$ cat config.mk
export PLATFORM = sky130hd
export DESIGN_NAME = des_feistel_iter
export DESIGN_NICKNAME = d
export VERILOG_FILES = /design/src/rtl/des_pkg.sv /design/src/rtl/des_feistel_iter_round_f.sv /design/src/rtl/des_feistel_iter.sv
export SDC_FILE = /design/constraint.sdc
export NUM_CORES = 1
export LEC_CHECK = 0
export CAP_MARGIN = 20
export CELL_PAD_IN_SITES_DETAIL_PLACEMENT = 0
export CELL_PAD_IN_SITES_GLOBAL_PLACEMENT = 1
export CORE_UTILIZATION = 42
export DETAILED_ROUTE_END_ITERATION = 8
export GPL_TIMING_DRIVEN = 0
export PLACE_DENSITY_LB_ADDON = 0.1
export SYNTH_ARGS = -nofsm -noshare
export SYNTH_HDL_FRONTEND = slang
export SYNTH_SLANG_ARGS = --single-unit
$ cat constraint.sdc
create_clock -name clk -period 4.1 [get_ports clk]
set_input_delay 0.82 -clock clk [delete_from_list [all_inputs] [get_ports clk]]
set_output_delay 0.82 -clock clk [all_outputs]
set_load 0.02 [all_outputs]
$ cat src/rtl/des_pkg.sv
// Shared types, constants and round-function helpers for the iterative 8-bit Feistel engine.
// All bit vectors follow DES numbering: index 0 is the most significant bit.
package des_pkg;

    localparam int unsigned HALF_W   = 4;
    localparam int unsigned SUBKEY_W = 6;
    localparam int unsigned BLOCK_W  = 2 * HALF_W;

    typedef enum logic [1:0] {
        IDLE,
        RUN,
        DONE
    } state_t;

    // DES S1, row-major, entry 0 in the top nibble
    localparam logic [255:0] S1_TABLE = {
        64'hE4D12FB83A6C5907,
        64'h0F74E2D1A6CB9538,
        64'h41E8D62BFC973A50,
        64'hFC8249175B3EA06D
    };

    function automatic logic [0:SUBKEY_W-1] expand(input logic [0:HALF_W-1] r);
        return {r[0], r[3], r[1], r[2], r[0], r[1]};
    endfunction

    // Row comes from the outer bits, column from the inner four
    function automatic logic [0:HALF_W-1] s1_lookup(input logic [0:SUBKEY_W-1] x);
        logic [5:0]  idx;
        int unsigned pos;
        idx = {x[0], x[5], x[1], x[2], x[3], x[4]};
        pos = 32'd255 - 32'd4 * 32'(idx);
        return S1_TABLE[pos -: 4];
    endfunction

    function automatic logic [0:HALF_W-1] permute(input logic [0:HALF_W-1] s);
        return {s[2], s[0], s[1], s[3]};
    endfunction

endpackage

$ cat src/rtl/des_feistel_iter_round_f.sv
// Combinational Feistel round function F(R,K): expand, key mix, S1 substitution, permute.
module des_round_f
    import des_pkg::*;
(
    input  logic [0:HALF_W-1]   r,
    input  logic [0:SUBKEY_W-1] k,
    output logic [0:HALF_W-1]   f_c
);

    assign f_c = permute(s1_lookup(expand(r) ^ k));

endmodule

$ cat src/rtl/des_feistel_iter.sv
// Iterative Feistel engine: one round per clock, rotating key schedule, encrypt/decrypt,
// valid/ready handshakes on both sides.
module des_feistel_iter
    import des_pkg::*;
#(
    parameter int unsigned ROUNDS   = 4,
    parameter int unsigned KEY_W    = 9,
    parameter int unsigned KEY_STEP = 1
) (
    input  logic               clk,
    input  logic               rst,
    input  logic               in_valid,
    output logic               in_ready,
    input  logic [0:7]         in_block,
    input  logic [0:KEY_W-1]   in_key,
    input  logic               in_decrypt,
    output logic               out_valid,
    input  logic               out_ready,
    output logic [0:7]         out_block,
    output logic               busy
);

    localparam int unsigned      RND_W    = (ROUNDS > 1) ? $clog2(ROUNDS) : 1;
    localparam logic [RND_W-1:0] LAST_RND = RND_W'(ROUNDS - 1);

    state_t              state;
    logic [RND_W-1:0]    rnd;
    logic [0:HALF_W-1]   l_q;
    logic [0:HALF_W-1]   r_q;
    logic [0:KEY_W-1]    key_q;
    logic                dec_q;

    logic [0:SUBKEY_W-1] sched [ROUNDS];
    logic [RND_W-1:0]    sched_idx_c;
    logic [0:SUBKEY_W-1] subkey_c;
    logic [0:HALF_W-1]   f_c;
    logic [0:HALF_W-1]   r_next_c;

    // Subkey j is six key bits read cyclically from position j*KEY_STEP
    for (genvar g = 0; g < ROUNDS; g++) begin : g_sched
        for (genvar b = 0; b < SUBKEY_W; b++) begin : g_bit
            localparam int unsigned POS = (g * KEY_STEP + b) % KEY_W;
            assign sched[g][b] = key_q[POS];
        end
    end

    // Decrypt walks the schedule backwards
    assign sched_idx_c = dec_q ? (LAST_RND - rnd) : rnd;
    assign subkey_c    = sched[sched_idx_c];

    des_round_f u_round_f (
        .r   (r_q),
        .k   (subkey_c),
        .f_c (f_c)
    );

    assign r_next_c = l_q ^ f_c;

    always_ff @(posedge clk or posedge rst) begin
        if (rst) begin
            state     <= IDLE;
            rnd       <= '0;
            l_q       <= '0;
            r_q       <= '0;
            key_q     <= '0;
            dec_q     <= 1'b0;
            in_ready  <= 1'b1;
            out_valid <= 1'b0;
            out_block <= '0;
            busy      <= 1'b0;
        end else begin
            unique case (state)
                IDLE: begin
                    if (in_valid && in_ready) begin
                        l_q      <= in_decrypt ? in_block[4:7] : in_block[0:3];
                        r_q      <= in_decrypt ? in_block[0:3] : in_block[4:7];
                        key_q    <= in_key;
                        dec_q    <= in_decrypt;
                        rnd      <= '0;
                        in_ready <= 1'b0;
                        busy     <= 1'b1;
                        state    <= RUN;
                    end
                end
                RUN: begin
                    l_q <= r_q;
                    r_q <= r_next_c;
                    rnd <= rnd + 1'b1;
                    if (rnd == LAST_RND) begin
                        // Decrypt swaps the halves back on the way out
                        out_block <= dec_q ? {r_next_c, r_q} : {r_q, r_next_c};
                        out_valid <= 1'b1;
                        state     <= DONE;
                    end
                end
                DONE: begin
                    if (out_valid && out_ready) begin
                        out_valid <= 1'b0;
                        in_ready  <= 1'b1;
                        busy      <= 1'b0;
                        state     <= IDLE;
                    end
                end
                default: state <= IDLE;
            endcase
        end
    end

endmodule

Word level (Yosys, flattened, before mapping)
Index checks and enable logic that the tools add are counted.
Widths: inputs -> output; s select.
{"block": "word_totals", "register_bits": 33, "inputBits": 22, "output_inout_bits": 11, "word_cells": 61}
{"block": "classes", "n_lt_le_gt_ge": 1, "n_reduce_logical": 12, "mux": 25, "eq_ne": 6, "n_shift": 1, "add_sub_neg": 3, "bitwise": 3}
{"operator": "$shiftx 259x33->4 const A", "count": 1}
{"operator": "$mux 4", "count": 4}
{"operator": "$pmux 4 s2", "count": 2}
{"operator": "$bmux 6 s2", "count": 1}
{"operator": "$mux 6", "count": 2}
{"operator": "$mux 2", "count": 5}
{"operator": "$reduce_and 3->1", "count": 3}
{"operator": "$sub 8x8->9 const A", "count": 1}
{"operator": "$mux 8", "count": 1}
{"operator": "$ne 2x2->1 const B", "count": 3}
{"operator": "$pmux 1 s2", "count": 3}
{"operator": "$pmux 2 s3", "count": 1}
{"operator": "$reduce_and 2->1", "count": 3}
{"operator": "$reduce_bool 2->1", "count": 3}
{"operator": "$xor 6x6->6", "count": 1}
{"operator": "$mux 1", "count": 5}
{"operator": "$eq 2x2->1 const B", "count": 2}
{"operator": "$pmux 2 s2", "count": 1}
{"operator": "$xor 4x4->4", "count": 1}
{"operator": "$ge 3x3->1 const B", "count": 1}
{"operator": "$not 2->3", "count": 1}
{"operator": "$add 2x1->2 const B", "count": 1}
{"operator": "$eq 2x1->1 const B", "count": 1}
{"operator": "$logic_and 1x1->1", "count": 2}
{"operator": "2 further kinds", "count": 2}

Depth between registers and ports, before layout
{"block": "depth", "depth_word": 11, "mapped_depth": 11, "ltp_nobuf": 11}

By module
From an unflattened synthesis, not the netlist that was laid out.
{"block": "unflattened", "hier_cells": 268, "area_unflattened_um2": 2476.1}
{"module": "des_feistel_iter", "instances": 1, "cells_each": 163, "area_per_inst_um2": 1727.9, "seq_area_each_um2": 827.0}
{"module": "des_round_f", "instances": 1, "cells_each": 105, "area_per_inst_um2": 748.2, "seq_area_each_um2": 0.0}

Worst setup path before layout
No wires, ideal clock.
{"block": "synth_timing", "path_type": "register to register", "startpoint": "register rnd[0]", "endpoint": "register out_block[2] (netlist name)", "slack_ns": 0.467, "path_stages_with_launch": 12, "t_arrival_ns": 3.537, "setup_time_ns": 0.096, "t_required_ns": 4.004, "n_path_buf": 0, "path_cell_list": "dfrtp_1 > xnor2_2 > mux4_1 > xor2_1 > inv_1 > ha_1 > o21ai_0 > o32ai_1 > a2111oi_0 > a21oi_1 > xor2_1 > o31ai_1"}
{"block": "synth_via", "elab_chain_cells": 11}
{"item": "start: declaration", "line_no": "des_feistel_iter.sv:27", "text": "logic [RND_W-1:0] rnd;"}
{"item": "start signal: assignment", "line_no": "des_feistel_iter.sv:88", "text": "rnd <= rnd + 1'b1;"}
{"item": "$sub 2x2->2", "line_no": "des_feistel_iter.sv:48", "text": "assign sched_idx_c = dec_q ? (LAST_RND - rnd) : rnd;"}
{"item": "$mux 2", "line_no": "des_feistel_iter.sv:48"}
{"item": "$not 2->3 (implied by the code)", "line_no": "des_feistel_iter.sv:49", "text": "assign subkey_c = sched[sched_idx_c];"}
{"item": "$bmux 6 s2", "line_no": "des_feistel_iter.sv:49"}
{"item": "$mux 6 (implied by the code) (2 in series)", "line_no": "des_feistel_iter.sv:49"}
{"item": "$xor 6x6->6", "line_no": "des_feistel_iter_round_f.sv:10", "text": "assign f_c = permute(s1_lookup(expand(r) ^ k));"}
{"item": "$sub 8x8->9", "line_no": "des_pkg.sv:32", "text": "pos = 32'd255 - 32'd4 * 32'(idx);"}
{"item": "$shiftx 259x33->4", "line_no": "des_pkg.sv:33", "text": "return S1_TABLE[pos -: 4];"}
{"item": "$xor 4x4->4", "line_no": "des_feistel_iter.sv:57", "text": "assign r_next_c = l_q ^ f_c;"}
{"item": "$mux 8", "line_no": "des_feistel_iter.sv:91", "text": "out_block <= dec_q ? {r_next_c, r_q} : {r_q, r_next_c};"}
{"item": "end signal: assignment", "line_no": "des_feistel_iter.sv:91"}
{"item": "end: declaration", "line_no": "des_feistel_iter.sv:19", "text": "output logic [0:7] out_block,"}
Parallel ways exist; a longest one is shown, timed or not. The select of a mux whose other input is x is not followed.
A chain may end at the register's enable or synchronous reset.

Worst setup path in the final report
{"block": "layout_timing", "startpoint": "register rnd[0]", "endpoint": "register r_q[0] (netlist name)"}
{"block": "layout_via", "elab_chain_cells": 11}
{"item": "$sub 2x2->2", "line_no": "des_feistel_iter.sv:48"}
{"item": "$mux 2 *", "line_no": "des_feistel_iter.sv:48"}
{"item": "$not 2->3 (implied by the code) *", "line_no": "des_feistel_iter.sv:49"}
{"item": "$bmux 6 s2 *", "line_no": "des_feistel_iter.sv:49"}
{"item": "$mux 6 (implied by the code) * (2 in series)", "line_no": "des_feistel_iter.sv:49"}
{"item": "$xor 6x6->6 *", "line_no": "des_feistel_iter_round_f.sv:10"}
{"item": "$sub 8x8->9 *", "line_no": "des_pkg.sv:32"}
{"item": "$shiftx 259x33->4 *", "line_no": "des_pkg.sv:33"}
{"item": "$xor 4x4->4 *", "line_no": "des_feistel_iter.sv:57"}
{"item": "$pmux 4 s2 *", "line_no": "des_feistel_iter.sv:72", "text": "unique case (state)"}
{"item": "end signal: assignment", "line_no": "des_feistel_iter.sv:76", "text": "r_q <= in_decrypt ? in_block[0:3] : in_block[4:7];"}
{"item": "end signal: assignment", "line_no": "des_feistel_iter.sv:87", "text": "r_q <= r_next_c;"}
{"item": "end: declaration", "line_no": "des_feistel_iter.sv:29", "text": "logic [0:HALF_W-1] r_q;"}
Mark *: on every way between the ends. The rest lies on a longest branch, timed or not. The select of a mux whose other input is x is not followed.

==> summary.txt <==
Clock tree
  • # clock sinks: 33
  • CTS clk-pin slew, worst paths: ~80 ps
  • Clock Latency Late Sink: roughly 290 ps
  • Max clock buf depth: 2
  • Clock Tree Root: clkbuf_8
  • Num CTS Buffers: 5
  • CTS tree: built
  • Maximum level of the CTS H-tree: 2

STA
  • Count of pins over their slew limit: 0
  • F_max: about 260 MHz
  • Period utilisation layout: a little over nine tenths
  • Final Hold Viols: 0
  • Crit path time final: 3853 ps
  • Clock Skews: 9.914 ps
  • Slew @ Worst Pin: between 600 and 700 ps
  • Worst slew margin: between 50 and 60%
  • Setup_tns: 0 ps
  • Setup-failing EPs final: 0

Critical path
  • Critical Path AT: around 4000 ps
  • Crit path max fanout: 9
  • Cell mode on critical path: mux2i_1
  • Max incr delay on CP: 700 ps
  • Worst Path Buf+Inv: 1
  • Slowest cell on crit path: mux4_1
  • Crit end category: register
  • Cells along the critical path: xnor2_4, mux4_1, xor2_4, ha_1, clkbuf_1, mux2i_1, mux2_2, mux2i_1, o21ai_0, xor2_1, a221o_1
  • Startpoint type of the worst setup path: register
  • Worst Path Required: around 4300 ps
  • Crit-path leading delay family: multiplexers
  • Crit Path Category: register to register

Run
  • Max-cap violations: 0

Synthesis
  • Post-synth EDFFs: 0
  • Post-Synthesis Cells: about 280
  • Top cells by area, synth: dfrtp_1 32%, nand2_1 9.5%, mux2i_1 8.0%
  • Synth cell types: between 40 and 50
  • Area leader, netlist: dfrtp_1
  • Ys flop type: dfrtp_1
  • Seq cells post-synth: 33
  • Sequential area share after synthesis: 33.18%
  • Mapped Nets: 312
  • Post-Syn Area: ~2500 um2
  • Async S/R FF share, synth: 100.0%
  • Post-Syn Area per Cell: a little under 9 um2
  • Area share of the largest cell type after synthesis: 32.13%
  • Synth warn: 0

Routing
  • Detailed-route via count: between 2,000 and 2,500
  • Drt drc: 0
  • Avg WL per Cell: ~15 um
  • Final WL: 5848 um
  • Router iterations before antenna repair: 4
  • DRT antenna net count: 0
  • Via-to-Cell Ratio: approximately 5.6
  • Initial DRC count: 222

Finish
  • Commonest non-fill, non-tap cell in the layout: nand2_1
  • Ratio of cells with drive above 1 in the final layout: 10.46%
  • Final core utilization: a little under three fifths
  • Layout fillers: 536
  • Area of the multi-input gates: roughly 1600 um2
  • Ant. Diodes: 0
  • FF+latch area: 827.0 um2
  • Layout area overhead: 25.40%
  • Final net count: between 300 and 400
  • Cell area after layout: 3126 um2
  • Most frequent cells in the layout: 63 x nand2_1, 32 x dfrtp_1, 31 x clkdlybuf4s50_1

Status
  • Status: complete, no violations

Die
  • Starting density of the core: around 44%
  • # IOs: 33
  • Core box area: between 5000 and 6000 um2
  • Die height: between 70 and 80 um
  • Die area: 6247 um2
  • Die width: between 70 and 80 um
  • # rows: 27

Place
  • Dpl hpwl: 4218 um
  • Placement Cell Area: 2920 um2
  • Number of port buffers: 31
  • Gpl congestion: roughly 0.84

GRT
  • Largest net degree at the start of global routing: 20
  • Total track usage: 21.26%
  • Overflow after GRT: 0
  • Initial antenna violation count: 0
  • Vias in the first global route: 2,001
  • First-pass GRT wire length: 10,250 um

Pwr
  • Maximum VDD drop: about 180 uV
  • Power Density: ~240 nW/um2
  • Power Total: 745.7 uW
  • Leakage: 1.447 nW

Min path
  • Hold Path Class: register to register
power by group:
group	internal, mW	switching, mW
combinational	0.0235	0.0149
clock	0.245	0.137
sequential	0.325	0
area by class of cell:
cell class / count / share of cell area, %
buffer: 18 / 2.322
clock inverter: 3 / 2.202
multi-input combinational: 223 / 51.32
sequential: 33 / 26.46
tap: 72 / 2.882
timing repair buffer: 36 / 11.77
inverter: 7 / 0.8407
clock buffer: 5 / 2.202
routing by layer:
metal / wire (um) / GRT usage, % / part of all wire, % / up-vias
met4: 47 / 4.909 / 0.80 / 0
met1: 2914 / 31.34 / 50 / 1072
met2: 2687 / 31.64 / 46 / 44
met3: 199 / 4.598 / 3.4 / 6
li1: - / - / - / 1099
met5: 0 / 0 / 0 / -
synthesized netlist by cell type, types with 2 or more instances:
cell,count
a21oi_1,13
nand2_1,63
o22ai_1,2
a31oi_1,2
o31ai_1,3
buf_2,4
and3_1,8
mux4_2,3
a221o_1,3
nor3_1,4
xnor2_1,6
mux2i_1,20
o21ai_0,16
o2111ai_1,2
ha_1,9
clkbuf_1,13
nor2_1,17
xnor2_2,3
o221ai_1,4
nand3_1,5
mux4_1,3
inv_1,5
and2_1,2
a31o_2,2
mux2_2,3
xor2_1,8
a211oi_1,3
o211ai_1,4
dfrtp_1,32
sequential cells by signal (all words and copies together) (netlist names):
signal,flops
l_q,4
key_q,9
r_q,4
busy,1
state,2
out_valid,1
out_block,8
rnd,2
dec_q,1
in_ready,1
kinds of logic after synthesis:
logic type                 after synthesis  share of synthesized area, %
xor gates and xnor gates                18                         7.982
adders and majority gates                9                         4.518
AOI/OAI and AO/OA                       63                         17.27
muxes                                   29                         15.26
and+or+nand+nor                        104                         17.82
buffers and inverters                   25                         3.966
DFF                                     33                         33.18
path summary, 6_finish.rpt:
check,slack [ps],startpoint,endpoint,depth (start not counted)
min in group asynchronous,910,rst,out_valid,2
worst max-delay path,250,rnd[0],r_q[0],11
max in group asynchronous,2660,rst,key_q[0],3
worst min-delay path,480,key_q[8],key_q[8],2
worst max register to register,250,rnd[0],r_q[0],11
worst min register to register,480,key_q[8],key_q[8],2
what timing repair did:
item	in CTS	in global routing
gates resized for setup	2	2
pin swaps	0	1
setup buffers	0	4
setup endpoints to repair	9	9
hold buffers	0	0
metrics by stage:
stage,std cells,setup slack [ps],hold slack [ps]
finish,397,247.3,476.0
global route,397,-6.664,513.5
CTS,393,28.96,484.4
detailed placement,385,-254.6,460.6
global placement,384,-333.3,465.5
floorplan,281,466.9,437.6
worst register-to-register path, delay by kind of cell (launching register included):
kind | cells | cell delay, ps
muxes | 4 | 1350
DFF | 1 | 470
adders and majority gates | 1 | 300
buffers and inverters | 1 | 380
xor gates and xnor gates | 3 | 790
AOI/OAI and AO/OA | 2 | 460
(Power assumes the default switching activity.)
